[config.mk]
export PLATFORM = sky130hd
export DESIGN_NAME = msdf_to_binary
export DESIGN_NICKNAME = d
export VERILOG_FILES = /design/src/rtl/msdf_to_binary.sv
export SDC_FILE = /design/constraint.sdc
export NUM_CORES = 1
export LEC_CHECK = 0
export BUFFER_PORTS_ARGS = -buffer_cell sky130_fd_sc_hd__buf_2
export CELL_PAD_IN_SITES_DETAIL_PLACEMENT = 0
export CELL_PAD_IN_SITES_GLOBAL_PLACEMENT = 1
export CORE_MARGIN = 2
export CORE_UTILIZATION = 39
export CTS_BUF_LIST = sky130_fd_sc_hd__clkbuf_4 sky130_fd_sc_hd__clkbuf_8
export CTS_CLUSTER_SIZE = 28
export DETAILED_ROUTE_END_ITERATION = 7
export PLACE_DENSITY = 0.68
export SYNTH_ARGS = -nofsm -noshare
export SYNTH_HDL_FRONTEND = slang
export SYNTH_SLANG_ARGS = --single-unit
[constraint.sdc]
create_clock -name clk -period 3.8 [get_ports clk]
set_input_delay 0.38 -clock clk [delete_from_list [all_inputs] [get_ports clk]]
set_output_delay 0.38 -clock clk [all_outputs]
set_load 0.1 [all_outputs]
[src/rtl/msdf_to_binary.sv]
// msdf_to_binary: on-the-fly conversion of an MSD-first signed-digit stream into a two's-complement word.
// Optional macro MSDF_CONV_READY_BYPASS_EN lets the next word start in the same cycle that a result is taken.
module msdf_to_binary #(
  parameter int TARGET_PRECISION = 25,
  parameter int OUT_WIDTH        = TARGET_PRECISION + 1
) (
  input  logic                 clk,
  input  logic                 rst,
  input  logic [2:0]           dataInArray_0,
  input  logic                 pValidArray_0,
  output logic                 readyArray_0,
  output logic [OUT_WIDTH-1:0] dataOutArray_0,
  output logic                 validArray_0,
  input  logic                 nReadyArray_0
);

  localparam int CW = (TARGET_PRECISION > 1) ? $clog2(TARGET_PRECISION) : 1;
  localparam logic [CW-1:0] LAST_DIGIT = CW'(TARGET_PRECISION - 1);

  typedef enum logic {COLLECT, HOLD} state_t;

  state_t               stateReg;
  logic [CW-1:0]        countReg;
  logic                 validReg;
  logic [OUT_WIDTH-1:0] qReg;
  logic [OUT_WIDTH-1:0] qmReg;
  logic [OUT_WIDTH-1:0] baseQ;
  logic [OUT_WIDTH-1:0] baseQm;
  logic [OUT_WIDTH-1:0] qNext;
  logic [OUT_WIDTH-1:0] qmNext;
  logic                 digitPos;
  logic                 digitNeg;
  logic                 unusedDigitBit;

  // Encoding 2'b11 (and 2'b00) both decode to zero.
  assign digitPos       = dataInArray_0[1] & ~dataInArray_0[0];
  assign digitNeg       = ~dataInArray_0[1] & dataInArray_0[0];
  assign unusedDigitBit = dataInArray_0[2];

  // A digit taken while in HOLD can only be the first digit of a fresh word.
  always_comb begin
    baseQ  = qReg;
    baseQm = qmReg;
    qNext  = '0;
    qmNext = '1;
    if (stateReg == HOLD) begin
      baseQ  = '0;
      baseQm = '1;
    end
    if (digitPos) begin
      qNext  = {baseQ[OUT_WIDTH-2:0], 1'b1};
      qmNext = {baseQ[OUT_WIDTH-2:0], 1'b0};
    end else if (digitNeg) begin
      qNext  = {baseQm[OUT_WIDTH-2:0], 1'b1};
      qmNext = {baseQm[OUT_WIDTH-2:0], 1'b0};
    end else begin
      qNext  = {baseQ[OUT_WIDTH-2:0], 1'b0};
      qmNext = {baseQm[OUT_WIDTH-2:0], 1'b1};
    end
  end

`ifdef MSDF_CONV_READY_BYPASS_EN
  assign readyArray_0 = (stateReg == COLLECT) | nReadyArray_0;
`else
  assign readyArray_0 = (stateReg == COLLECT);
`endif

  assign dataOutArray_0 = qReg;
  assign validArray_0   = validReg;

  always_ff @(posedge clk or posedge rst) begin
    if (rst) begin
      stateReg <= COLLECT;
      countReg <= '0;
      validReg <= 1'b0;
      qReg     <= '0;
      qmReg    <= '1;
    end else begin
      case (stateReg)
        COLLECT: begin
          if (pValidArray_0) begin
            qReg  <= qNext;
            qmReg <= qmNext;
            if (countReg == LAST_DIGIT) begin
              stateReg <= HOLD;
              validReg <= 1'b1;
              countReg <= '0;
            end else begin
              countReg <= countReg + 1'b1;
            end
          end
        end
        HOLD: begin
          if (nReadyArray_0) begin
`ifdef MSDF_CONV_READY_BYPASS_EN
            if (pValidArray_0) begin
              qReg  <= qNext;
              qmReg <= qmNext;
              if (TARGET_PRECISION == 1) begin
                stateReg <= HOLD;
                validReg <= 1'b1;
                countReg <= '0;
              end else begin
                stateReg <= COLLECT;
                validReg <= 1'b0;
                countReg <= CW'(1);
              end
            end else begin
              stateReg <= COLLECT;
              validReg <= 1'b0;
              countReg <= '0;
              qReg     <= '0;
              qmReg    <= '1;
            end
`else
            stateReg <= COLLECT;
            validReg <= 1'b0;
            countReg <= '0;
            qReg     <= '0;
            qmReg    <= '1;
`endif
          end
        end
        default: stateReg <= COLLECT;
      endcase
    end
  end

endmodule

# Word level (Yosys, flattened, before mapping)
# Index checks and enable logic that the tools add are counted.
# word_totals
regBits	58
in_bits	7
out_inout_bits	28
# op_classes
add_sub_neg	1
n_eq_ne	4
muxes	22
n_bitwise	5
n_reduce_logical	2
# ops
cell	count
$mux 26	4
$mux 25	3
$pmux 26 s2	1
$pmux 25 s2	1
$mux 5	3
$pmux 5 s2	1
$mux 1	7
$add 5x1->5 const B	1
$eq 5x5->1 const B	1
$ne 2x2->1 const B	2
$pmux 1 s2	2
$not 1->1	3
$reduce_and 3->1	1
$and 1x1->1	2
$ne 2x1->1 const B	1
$reduce_and 2->1	1

# Longest topological paths before layout
# logic_depth
depth_word	6
depth_mapped	7

# Least setup slack after synthesis
# Ideal clock, no wire load.
# synth_timing
path_kind	reg2out
startpoint	reg stateReg
endpoint	out readyArray_0
t_arrival_ns	1.155
setup_slack_ns	2.265
stages_incl_launch_ff	3
path_buffers	1
path_cell_list	dfrtp_1 > buf_2 > inv_1
# synth_between
elab_chain_len	1
# synth_rtl
element	line_no	text
from (decl)	22	state_t stateReg;
from (signal assigned)	73	stateReg <= COLLECT;
from (signal assigned)	85	stateReg <= HOLD;
from (signal assigned)	116	stateReg <= COLLECT;
$not 1->1	n/a	
to (decl)	11	output logic readyArray_0,
# Every way passes these cells.

# Worst setup path in the final report
# layout_timing
startpoint	in dataInArray_0[0]
endpoint	reg qReg[25] (netlist: dataOutArray_0[25])
# layout_between
elab_chain_len	5
# layout_rtl
element	line_no	text
from (decl)	9	input logic [2:0] dataInArray_0,
$and 1x1->1 or $not 1->1 (tied branches)	37, 36	
$mux 26 or $and 1x1->1 (tied branches)	53, 36	
$mux 26 (*)	50	if (digitPos) begin
$mux 26 (*)	81	if (pValidArray_0) begin
$pmux 26 s2 (*)	79	case (stateReg)
to (signal assigned)	82	qReg <= qNext;
to (decl)	25	logic [OUT_WIDTH-1:0] qReg;
# Every way passes the cells marked *; elsewhere a longest branch is shown, timed or not. The select of a mux whose other input is x is not followed.
# A chain may end at the register's enable or synchronous reset.

==> results.sh <==
export IMPL_required_arrival_time_at_the_worst_endpoint_ns=4.00
export IMPL_dr_first_iter_drc_count=60
export IMPL_route_detailed_wl_per_inst_um=14.4
export IMPL_global_route_wire_length_before_repair_mm=9.34
export IMPL_synth_most_common_cell="mux2i_1"
export IMPL_run_status="finished clean"
export IMPL_insertedDiodeCount=0
export IMPL_vias_per_cell=5.00
export IMPL_synthDistinctLibCells=26
export IMPL_via_count=1996
export IMPL_gate_family_responsible_for_the_most_delay_along_the_worst_path="adder cells"
export IMPL_drt_first_pass_iters=4
export IMPL_die_footprint_um2=7900
export IMPL_post_route_cells_drive_above_1_share_pct=27.4
export IMPL_timing_critical_path_from_type="primary input"
export IMPL_crit_buf_inv=3
export IMPL_initial_utilization_pct=40.9
export IMPL_tritoncts_clock_tree="done"
export IMPL_synthDominantCellAreaShare_pct=29.4
export IMPL_postRouteAntennaNets=0
export IMPL_post_synth_inst_count=267
export IMPL_clock_tree_htree_level_count=3
export IMPL_final_nets=310
export IMPL_worst_path_largest_cell_delay_ns=0.64
export IMPL_design_core_area_um2=6870
export IMPL_synth_avg_cell_area_um2=10.5
export IMPL_placement_io_buffers=33
export IMPL_timing_fmax_ghz=0.537
export IMPL_post_cts_buffers=0
export IMPL_place_gp_congestion=0.722
export IMPL_hold_path_class="primary input to asynchronous set/reset pin"
export IMPL_worst_pin_slew_ns=0.916
export IMPL_synthTopCellsByArea="dfrtp_1 29%, dfstp_2 23%, mux2i_1 17%"
export IMPL_arrival_worst_endpoint_ns=2.07
export IMPL_min_period_over_period_pct=49.0
export IMPL_worst_setup_path_type="primary input to flip-flop"
export IMPL_critical_path_slowest_cell="ha_1"
export IMPL_grt_start_max_net_pins=45
export IMPL_synth_top_area_cell="dfrtp_1"
export IMPL_ys_flop_type="dfrtp_1"
export IMPL_clockRootBuffer="clkbuf_8"
export IMPL_synth_cell_area_um2=2810
export IMPL_unrepaired_setup_endpoints_after_global_routing="false"
export IMPL_clock_slew_at_the_register_clock_pins_of_the_worst_setup_and_hold_paths_ns=0.07
export IMPL_chipWidth_um=88.9
export IMPL_drc=0
export IMPL_cts_path_max_buffers=2
export IMPL_rr_startpoint="stateReg"
export IMPL_tritoncts_num_buffers=9
export IMPL_first_global_vias=1900
export IMPL_crit_path_start="dataInArray_0[0]"
export IMPL_cts_hold_repair_buffers=0
export IMPL_clkLatencyLatePin_ns=0.33
export IMPL_postSynthRegisterBits=58
export IMPL_synth_seq_area_share_pct=52.8
export IMPL_global_route_overflow_total=0
export IMPL_period_minus_slack_ns=1.86
export IMPL_dp_final_hpwl_mm=3.55
export IMPL_maxSlewViolCount=0
export IMPL_floorplan_io_pins=35
export IMPL_groute_usage_overall_pct=15.9
export IMPL_synth_edf_count=0
export IMPL_grt_antenna_before_repair=0
export IMPL_yosysWarningCount=0
export IMPL_synthesis_nets=279
export IMPL_num_fill_cells=687
export IMPL_async_reset_ff_share_pct=100
export IMPL_timing_max_slew_rel_slack_pct=37.7
export IMPL_total_number_of_clock_tree_sinks=58
export IMPL_die_y_um=88.9
export IMPL_placement_rows=30
export IMPL_crit_fanout=20
export IMPL_syn2layout_area_growth_pct=15.4
export IMPL_timing_critical_path_to_type="flip-flop"
export IMPL_fin_setup_tns_ns=0
export IMPL_post_cts_resized_instances=0
export IMPL_final_setup_violating_endpoints=0
export IMPL_skew_final_ns=0.00683
export IMPL_path_cells="buf_2 > inv_1 > ha_1 > nand2b_1 > buf_4 > mux2i_1 > o21ai_1"
export IMPL_routed_wl_mm=5.75
export IMPL_report_final_hold_viol_count=0
export IMPL_max_cap_violations=0
export IMPL_list_of_most_frequent_post_synthesis_cells="49 x mux2i_1, 33 x dfrtp_1, 30 x o21ai_1"
## stage by stage
stage | hold slack, ns | std cells | util, % | area [um^2] | setup WS, ns
final | 0.251 | 399 | 47.2 | 3240 | 1.94
after global routing | 0.323 | 399 | 47.2 | 3240 | 1.79
after CTS | 0.280 | 399 | 47.2 | 3240 | 1.91
after detailed placement | 0.483 | 383 | 44.0 | 3020 | 1.55
after global placement | 0.472 | 383 | 44.0 | 3020 | 1.58
after floorplan | 0.471 | 267 | - | 2810 | 2.03
## kinds of logic after synthesis
logic type | after synthesis | synth area share (%)
simple gates | 66 | 10.2
flops | 58 | 52.8
buf+inv | 25 | 4.76
mux | 51 | 18.8
fa+ha+maj | 5 | 2.23
compound gates | 62 | 11.3
## registers in the layout, indices dropped and copies added (netlist names)
register	count
countReg	5
stateReg	1
validArray_0	1
qmReg	25
dataOutArray_0	26
## worst paths after layout
kind                                 endpoint  slack, ns  depth (start not counted)
max                        dataOutArray_0[25]       1.94                          7
min                        dataOutArray_0[11]       0.25                          2
max reg2reg                       countReg[4]       2.06                          4
min reg2reg                dataOutArray_0[25]       0.49                          2
max in group asynchronous            qmReg[3]       2.70                          3
min in group clk                     stateReg       0.32                          2
## area by class of cell
| cell class | count | area (um^2) | area share [%] |
|---|---|---|---|
| multi-input cells | 184 | 1200 | 36.9 |
| clock inverters | 6 | 80.1 | 2.47 |
| repair buffers | 37 | 195 | 6.02 |
| clock buffers | 10 | 138 | 4.25 |
| well taps | 96 | 120 | 3.71 |
| inverters | 8 | 30.0 | 0.926 |
| flip-flops and latches | 58 | 1480 | 45.7 |
## cells in the final DEF (no fill, tap or decap)
| cell | instances |
|---|---|
| nand2b_4 | 1 |
| dfrtp_1 | 33 |
| o22ai_1 | 2 |
| mux2_4 | 1 |
| nand2_1 | 28 |
| nand4_1 | 2 |
| inv_2 | 1 |
| o22a_1 | 1 |
| or3_1 | 1 |
| nand3_1 | 4 |
| inv_1 | 7 |
| dfstp_2 | 25 |
| ha_1 | 5 |
| nor2_1 | 25 |
| nand4b_1 | 1 |
| o21ai_0 | 3 |
| nor2b_1 | 2 |
| a31oi_1 | 1 |
| bufinv_16 | 2 |
| buf_2 | 33 |
| clkinv_2 | 4 |
| buf_4 | 4 |
| mux2i_1 | 49 |
| clkbuf_8 | 10 |
| nand2b_1 | 1 |
| a21oi_1 | 25 |
| mux2i_4 | 1 |
| o21ai_1 | 30 |
| nor2b_2 | 1 |
## routing by layer
layer | share of wire (%) | track usage [%] | vias to the layer above
met1 | 49 | 20.6 | 979
met2 | 48 | 25.5 | 24
li1 | - | - | 987
met3 | 2.1 | 3.08 | 6
met4 | 1.3 | 7.44 | 0
met5 | 0 | 0 | -
Power is left out: the tool's default activity adds up to more than one toggle a clock period on the data nets, which glitch-free logic cannot reach.
